==> config.mk <==
export PLATFORM = sky130hd
export DESIGN_NAME = gbd_sram_tile_writer_flat
export DESIGN_NICKNAME = d
export VERILOG_FILES = /design/src/rtl/gbd_sram_tile_writer_if.sv /design/src/rtl/gbd_sram_tile_writer.sv /design/src/flat_wrapper.sv
export SDC_FILE = /design/constraint.sdc
export NUM_CORES = 1
export LEC_CHECK = 0
export ABC_AREA = 1
export CAP_MARGIN = 5
export CELL_PAD_IN_SITES_DETAIL_PLACEMENT = 0
export CELL_PAD_IN_SITES_GLOBAL_PLACEMENT = 1
export CORE_MARGIN = 4
export CORE_UTILIZATION = 41
export CTS_CLUSTER_SIZE = 14
export DETAILED_ROUTE_END_ITERATION = 10
export HOLD_SLACK_MARGIN = 0.12
export PLACE_DENSITY = 0.87
export SETUP_SLACK_MARGIN = 0.05
export SKIP_CTS_REPAIR_TIMING = 1
export SYNTH_ARGS = -nofsm -noshare
export SYNTH_HDL_FRONTEND = slang
export SYNTH_SLANG_ARGS = --single-unit
==> constraint.sdc <==
create_clock -name sys_clock -period 2.2 [get_ports sys_clock]
set_input_delay 0.33 -clock sys_clock [delete_from_list [all_inputs] [get_ports sys_clock]]
set_output_delay 0.33 -clock sys_clock [all_outputs]
set_load 0.02 [all_outputs]
==> src/rtl/gbd_sram_tile_writer_if.sv <==
// SRAM write port and tile-buffer read port of the tile writer.
// The writer is the master; the SRAM/buffer side is the slave.
interface gbd_sram_tile_writer_if #(
    parameter int unsigned ADDR_W = 12,
    parameter int unsigned BUF_AW = 10
);
    logic [ADDR_W-1:0] ram_addr;
    logic [7:0]        ram_data;
    logic              ram_ncs;
    logic              ram_nwe;
    logic              buf_req;
    logic [BUF_AW-1:0] buf_addr;
    logic [7:0]        buf_data;

    modport master (
        output ram_addr, ram_data, ram_ncs, ram_nwe, buf_req, buf_addr,
        input  buf_data
    );

    modport slave (
        input  ram_addr, ram_data, ram_ncs, ram_nwe, buf_req, buf_addr,
        output buf_data
    );
endinterface

==> src/rtl/gbd_sram_tile_writer.sv <==
// Reads byte pairs from a row buffer, splits them into even/odd bit planes and
// writes both planes to an asynchronous SRAM with fixed nWE pulse/recovery timing.
module gbd_sram_tile_writer #(
    parameter int unsigned ROW_BYTES = 32,
    parameter int unsigned ROWS      = 8,
    parameter int unsigned ROUNDS    = 16,
    parameter int unsigned ADDR_W    = 12,
    parameter int unsigned BUF_AW    = 10,
    parameter int unsigned T_PULSE   = 6,
    parameter int unsigned T_RECOVER = 4
) (
    input  logic sys_clock,
    input  logic nAnyReset,
    input  logic start,
    input  logic clear,
    input  logic plane_swap,
    output logic busy,
    output logic done,
    output logic frame_done,
    gbd_sram_tile_writer_if.master mem
);
    localparam int unsigned XW   = $clog2(ROW_BYTES);
    localparam int unsigned YW   = (ROWS > 1) ? $clog2(ROWS) : 1;
    localparam int unsigned RW   = (ROUNDS > 1) ? $clog2(ROUNDS) : 1;
    localparam int unsigned TMAX = (T_PULSE > T_RECOVER) ? T_PULSE : T_RECOVER;
    localparam int unsigned TW   = $clog2(TMAX + 1);
    localparam logic [ADDR_W-1:0] BLK_SIZE = ADDR_W'(ROWS * ROW_BYTES);

    typedef enum logic [2:0] {
        S_IDLE, S_REQ_A, S_REQ_B, S_CAP_B, S_W0_PULSE, S_W0_REC, S_W1_PULSE, S_W1_REC
    } state_t;

    state_t            r_state, w_state_next;
    logic [TW-1:0]     r_tcnt;
    logic              w_t_end;
    logic [XW-1:0]     r_x, w_x_next;
    logic [YW-1:0]     r_y, w_y_next;
    logic              w_last_pair;
    logic [RW-1:0]     r_round;
    logic [ADDR_W-1:0] r_wcnt, r_ram_addr, w_base;
    logic [7:0]        r_ram_data, r_a, r_second, w_plane0, w_plane1;
    logic              r_swap, r_ram_ncs, r_ram_nwe, r_buf_req, r_done, r_frame_done;
    logic [BUF_AW-1:0] r_buf_addr, w_pair_addr;

    assign w_last_pair = (r_x == XW'(ROW_BYTES - 2)) && (r_y == YW'(ROWS - 1));
    assign w_x_next    = (r_y == YW'(ROWS - 1)) ? r_x + XW'(2) : r_x;
    assign w_y_next    = (r_y == YW'(ROWS - 1)) ? '0 : r_y + YW'(1);
    assign w_pair_addr = BUF_AW'(w_y_next) * BUF_AW'(ROW_BYTES) + BUF_AW'(w_x_next);
    assign w_base      = ADDR_W'(r_round) * BLK_SIZE;

    // A is the registered first byte; B is taken straight off the buffer in CAP_B.
    assign w_plane0 = {r_a[6], r_a[4], r_a[2], r_a[0],
                       mem.buf_data[6], mem.buf_data[4], mem.buf_data[2], mem.buf_data[0]};
    assign w_plane1 = {r_a[7], r_a[5], r_a[3], r_a[1],
                       mem.buf_data[7], mem.buf_data[5], mem.buf_data[3], mem.buf_data[1]};

    always_ff @(posedge sys_clock or negedge nAnyReset) begin
        if (!nAnyReset) r_state <= S_IDLE;
        else            r_state <= w_state_next;
    end

    always_comb begin
        w_state_next = r_state;
        w_t_end      = 1'b0;
        case (r_state)
            S_W0_PULSE, S_W1_PULSE: w_t_end = (r_tcnt == TW'(T_PULSE - 1));
            S_W0_REC, S_W1_REC:     w_t_end = (r_tcnt == TW'(T_RECOVER - 1));
            default: ;
        endcase
        case (r_state)
            S_IDLE:     if (start) w_state_next = S_REQ_A;
            S_REQ_A:    w_state_next = S_REQ_B;
            S_REQ_B:    w_state_next = S_CAP_B;
            S_CAP_B:    w_state_next = S_W0_PULSE;
            S_W0_PULSE: if (w_t_end) w_state_next = S_W0_REC;
            S_W0_REC:   if (w_t_end) w_state_next = S_W1_PULSE;
            S_W1_PULSE: if (w_t_end) w_state_next = S_W1_REC;
            S_W1_REC:   if (w_t_end) w_state_next = w_last_pair ? S_IDLE : S_REQ_A;
            default:    w_state_next = S_IDLE;
        endcase
        if (clear) w_state_next = S_IDLE;
    end

    always_ff @(posedge sys_clock or negedge nAnyReset) begin
        if (!nAnyReset) begin
            r_tcnt       <= '0;
            r_x          <= '0;
            r_y          <= '0;
            r_round      <= '0;
            r_wcnt       <= '0;
            r_ram_addr   <= '0;
            r_ram_data   <= '0;
            r_a          <= '0;
            r_second     <= '0;
            r_swap       <= 1'b0;
            r_ram_ncs    <= 1'b1;
            r_ram_nwe    <= 1'b1;
            r_buf_req    <= 1'b0;
            r_buf_addr   <= '0;
            r_done       <= 1'b0;
            r_frame_done <= 1'b0;
        end else if (clear) begin
            r_tcnt       <= '0;
            r_round      <= '0;
            r_ram_ncs    <= 1'b1;
            r_ram_nwe    <= 1'b1;
            r_buf_req    <= 1'b0;
            r_done       <= 1'b0;
            r_frame_done <= 1'b0;
        end else begin
            r_done       <= 1'b0;
            r_frame_done <= 1'b0;
            r_tcnt       <= (r_state == S_IDLE || w_state_next != r_state) ? '0 : r_tcnt + TW'(1);
            // nWE tracks the state being entered so it is a clean registered pulse.
            r_ram_nwe    <= !(w_state_next == S_W0_PULSE || w_state_next == S_W1_PULSE);
            case (r_state)
                S_IDLE: if (start) begin
                    r_swap     <= plane_swap;
                    r_x        <= '0;
                    r_y        <= '0;
                    r_wcnt     <= '0;
                    r_ram_addr <= w_base;
                    r_ram_ncs  <= 1'b0;
                    r_buf_req  <= 1'b1;
                    r_buf_addr <= '0;
                end
                S_REQ_A: r_buf_addr <= r_buf_addr + BUF_AW'(1);
                S_REQ_B: r_a <= mem.buf_data;
                S_CAP_B: begin
                    r_buf_req  <= 1'b0;
                    r_ram_data <= r_swap ? w_plane1 : w_plane0;
                    r_second   <= r_swap ? w_plane0 : w_plane1;
                end
                S_W0_REC: if (r_tcnt == '0) begin
                    r_wcnt     <= r_wcnt + ADDR_W'(1);
                    r_ram_addr <= w_base + r_wcnt + ADDR_W'(1);
                    r_ram_data <= r_second;
                end
                S_W1_REC: begin
                    if (r_tcnt == '0) begin
                        r_wcnt     <= r_wcnt + ADDR_W'(1);
                        r_ram_addr <= w_base + r_wcnt + ADDR_W'(1);
                    end
                    if (w_t_end) begin
                        if (w_last_pair) begin
                            r_done    <= 1'b1;
                            r_ram_ncs <= 1'b1;
                            if (r_round == RW'(ROUNDS - 1)) begin
                                r_round      <= '0;
                                r_frame_done <= 1'b1;
                            end else begin
                                r_round <= r_round + RW'(1);
                            end
                        end else begin
                            r_x        <= w_x_next;
                            r_y        <= w_y_next;
                            r_buf_addr <= w_pair_addr;
                            r_buf_req  <= 1'b1;
                        end
                    end
                end
                default: ;
            endcase
        end
    end

    assign busy         = (r_state != S_IDLE);
    assign done         = r_done;
    assign frame_done   = r_frame_done;
    assign mem.ram_addr = r_ram_addr;
    assign mem.ram_data = r_ram_data;
    assign mem.ram_ncs  = r_ram_ncs;
    assign mem.ram_nwe  = r_ram_nwe;
    assign mem.buf_req  = r_buf_req;
    assign mem.buf_addr = r_buf_addr;
endmodule
==> src/flat_wrapper.sv <==
// flat-port wrapper written by rule: the top's interface ports become plain ports
module gbd_sram_tile_writer_flat 
#(
    parameter int unsigned ROW_BYTES = 32,
    parameter int unsigned ROWS      = 8,
    parameter int unsigned ROUNDS    = 16,
    parameter int unsigned ADDR_W    = 12,
    parameter int unsigned BUF_AW    = 10,
    parameter int unsigned T_PULSE   = 6,
    parameter int unsigned T_RECOVER = 4
)
  (sys_clock, nAnyReset, start, clear, plane_swap, busy, done, frame_done, mem_ram_addr, mem_ram_data, mem_ram_ncs, mem_ram_nwe, mem_buf_req, mem_buf_addr, mem_buf_data);
  gbd_sram_tile_writer_if #(.ADDR_W(ADDR_W), .BUF_AW(BUF_AW)) mem_i ();
  input  logic sys_clock;
  input  logic nAnyReset;
  input  logic start;
  input  logic clear;
  input  logic plane_swap;
  output logic busy;
  output logic done;
  output logic frame_done;
  output wire logic [$bits(mem_i.ram_addr)-1:0] mem_ram_addr;
  output wire logic [$bits(mem_i.ram_data)-1:0] mem_ram_data;
  output wire logic [$bits(mem_i.ram_ncs)-1:0] mem_ram_ncs;
  output wire logic [$bits(mem_i.ram_nwe)-1:0] mem_ram_nwe;
  output wire logic [$bits(mem_i.buf_req)-1:0] mem_buf_req;
  output wire logic [$bits(mem_i.buf_addr)-1:0] mem_buf_addr;
  input wire logic [$bits(mem_i.buf_data)-1:0] mem_buf_data;
  assign mem_ram_addr = mem_i.ram_addr;
  assign mem_ram_data = mem_i.ram_data;
  assign mem_ram_ncs = mem_i.ram_ncs;
  assign mem_ram_nwe = mem_i.ram_nwe;
  assign mem_buf_req = mem_i.buf_req;
  assign mem_buf_addr = mem_i.buf_addr;
  assign mem_i.buf_data = mem_buf_data;
  gbd_sram_tile_writer #(.ROW_BYTES(ROW_BYTES), .ROWS(ROWS), .ROUNDS(ROUNDS), .ADDR_W(ADDR_W), .BUF_AW(BUF_AW), .T_PULSE(T_PULSE), .T_RECOVER(T_RECOVER)) u_core (.sys_clock(sys_clock), .nAnyReset(nAnyReset), .start(start), .clear(clear), .plane_swap(plane_swap), .busy(busy), .done(done), .frame_done(frame_done), .mem(mem_i));
endmodule
==> out/results.tsv <==
metric	value	unit
outcome	finished, final reports clean	
ys_seq_elements	73	
fin_crit	1940	ps
dp_slack	188	ps
p_sw	1.36	mW
drive_above_1_share	9.60	%
cts.clk_slew.worst_paths	80	ps
vias_per_cell	4.88	
fin_cells	727	
dp.cells	710	
async_flop_share	100	%
p_seq_share	46.5	%
final-max-slew-violation-count	0	
p_leak	2.25	nW
setup_ws	263	ps
die_y	108	um
drt_pass1_iterations	4	
place_congestion	0.794	
worstMarginPinSlew	496	ps
fin_skew	11.7	ps
pwr-share-comb	28.9	%
htree_num_levels	3	
drtAntennaViolNets	0	
antenna_found_initial	0	
wl_per_cell	12.7	um
die_w	108	um
finalNetCount	613	
netlist_instances	538	
max_cap_violations	0	
clock_sinks	73	
r2r_slack	260	ps
vias	3546	
mostFrequentLayoutCell	nand2_1	
dpl_cell_area	4740	sq um
clockBufferDepth	2	
rr_endpoint	u_core.mem.buf_addr[6]	
rows	36	
cp_data_required_time	2470	ps
path_max_fanout	12	
power	3.82	mW
fillCellCount	969	
reg2reg_from	u_core.r_state[1]	
hold_viol_final	0	
track_usage	17.1	%
synth_area_leaders	dfrtp_1 43%, nand2_1 15%, o21ai_0 6.2%, inv_1 4.9%, nor2_1 4.1%	
numCtsBuffers	9	
final_cell_mix	164 x nand2_1, 71 x dfrtp_1, 54 x inv_1	
intPower	2.46	mW
power_density	775	nW/um^2
synth_top_area_share	43.1	%
stdcell_area	4930	sq um
synth_cell_types	34	
grt_pass1_wl	15900	um
post-route-util	50.4	%
drt_iter0_markers	181	
coreArea	9770	sq um
yosys_warnings	0	
area_growth	19.5	%
tns	0	ps
syn_area_per_cell	7.67	sq um
port_buffers	48	
ir_worst_vdd	355	uV
routed_wirelength	9240	um
rr_worst_depth	10	
worstSetupPathType	reg -> reg	
ys.flop_type	dfrtp_1	
io_pins	49	
gr-total-overflow	0	
clockRootBuffer	clkbuf_8	
cp.arrival	2210	ps
hold_path_class	in -> async	
syn_area	4120	sq um
clkLatencyLatePin	360	ps
num_antenna_cells	0	
grt_max_degree	61	
grt_pass1_vias	3417	
ys_seq_area_share	44.4	%
maxSlewHeadroom	66.8	%
start_util	42.2	%
setup_viol	0	
switching_share	35.5	%
synth_largest_area_cell	dfrtp_1	
die_area	11700	sq um
drc_errors	0	
endpoint_kind	flop	
period_share	88.1	%
clkPwrFrac	24.6	%
whs	414	ps
start_kind	flop	
synth-edff-count	0	
fmax	516	MHz
syn_nets	562	
rsz0062_at_grt	true	
dp_hpwl	6660	um
cts_tree	built	
critical path, cell delays in order, from the launching register on:
cell,delay (ps)
dfrtp_1,560
inv_1,90
nor2_2,270
nor2_1,100
inv_1,140
nor2_1,60
nor2_1,180
nand2_4,120
inv_2,190
nand2_1,70
o21ai_1,80
layout make-up:
cell class / instances / area [sq um] / share of cell area, %
Clock inverter: 6 / 42.5 / 0.863
Sequential cell: 73 / 1830 / 37.1
Clock buffer: 10 / 128 / 2.59
Timing Repair Buffer: 62 / 598 / 12.1
Tap cell: 133 / 166 / 3.38
Multi-Input combinational cell: 384 / 1940 / 39.4
Inverter: 59 / 221 / 4.49
synth_stat cells (3+ instances only):
cell type,number
buf_4,8
buf_6,3
nor2_2,3
o211ai_1,5
a211oi_1,3
o21ai_1,5
nand2_1,164
clkbuf_1,7
buf_2,4
nor3_1,7
o21ai_2,5
o31ai_1,4
a31oi_1,10
nand4_1,5
inv_2,5
inv_1,54
dfrtp_1,71
nor2_1,45
a21oi_1,11
xor2_1,11
ha_1,11
nand3_1,28
o21ai_0,51
nand2_2,3
cells by family (layout without fill, tap and decap cells):
kind of cell,Yosys count,count (layout),share of synthesized area [%]
AOI/OAI and AO/OA,99,99,14.4
DFF,73,73,44.4
adders and majority gates,11,11,3.34
buffers and inverters,81,137,8.77
xor gates and xnor gates,13,13,2.76
and+or+nand+nor,261,261,26.4
power groups by stage:
stage / sequential (mW) / combinational [mW] / clock (mW)
finish: 1.78 / 1.11 / 0.939
detailed placement: 1.80 / 1.11 / 0
global route: 1.82 / 1.25 / 1.03
global placement: 1.79 / 1.09 / 0
CTS: 1.78 / 1.12 / 0.975
floorplan: 1.87 / 0.595 / 0
state kept, by name, indices dropped and copies added (netlist names), 3 cells and up:
register / count
u_core.r_second: 8
u_core.r_state: 3
u_core.r_x: 4
u_core.r_a: 8
u_core.mem.buf_addr: 10
u_core.mem.ram_addr: 12
u_core.mem.ram_data: 8
u_core.r_y: 3
u_core.r_wcnt: 4
u_core.r_tcnt: 3
u_core.r_round: 4
worst max-delay path by stage:
stage / start / endpoint / slack (ps) / cells past startpoint
finish: u_core.r_state[1] / u_core.mem.buf_addr[6] / 260 / 10
CTS: u_core.r_state[0] / busy / 3 / 5
global route: u_core.r_state[1] / u_core.mem.buf_addr[8] / 40 / 10
global placement: u_core.r_y[0] / u_core.r_x[4] / 240 / 10
detailed placement: u_core.r_y[0] / u_core.r_y[2] / 190 / 10
floorplan: u_core.r_y[0] / u_core.r_x[1] / 350 / 12
layer usage:
metal / track usage (%) / part of all wire [%] / vias to the layer above / wire (um)
met1: 23.0 / 48 / 1626 / 4410
met3: 2.57 / 3.5 / 13 / 321
met4: 7.57 / 2.0 / 0 / 182
met5: 0 / 0 / - / 0
li1: - / - / 1846 / -
met2: 27.4 / 47 / 61 / 4320
No activity file was read; power rests on OpenSTA's default activity.
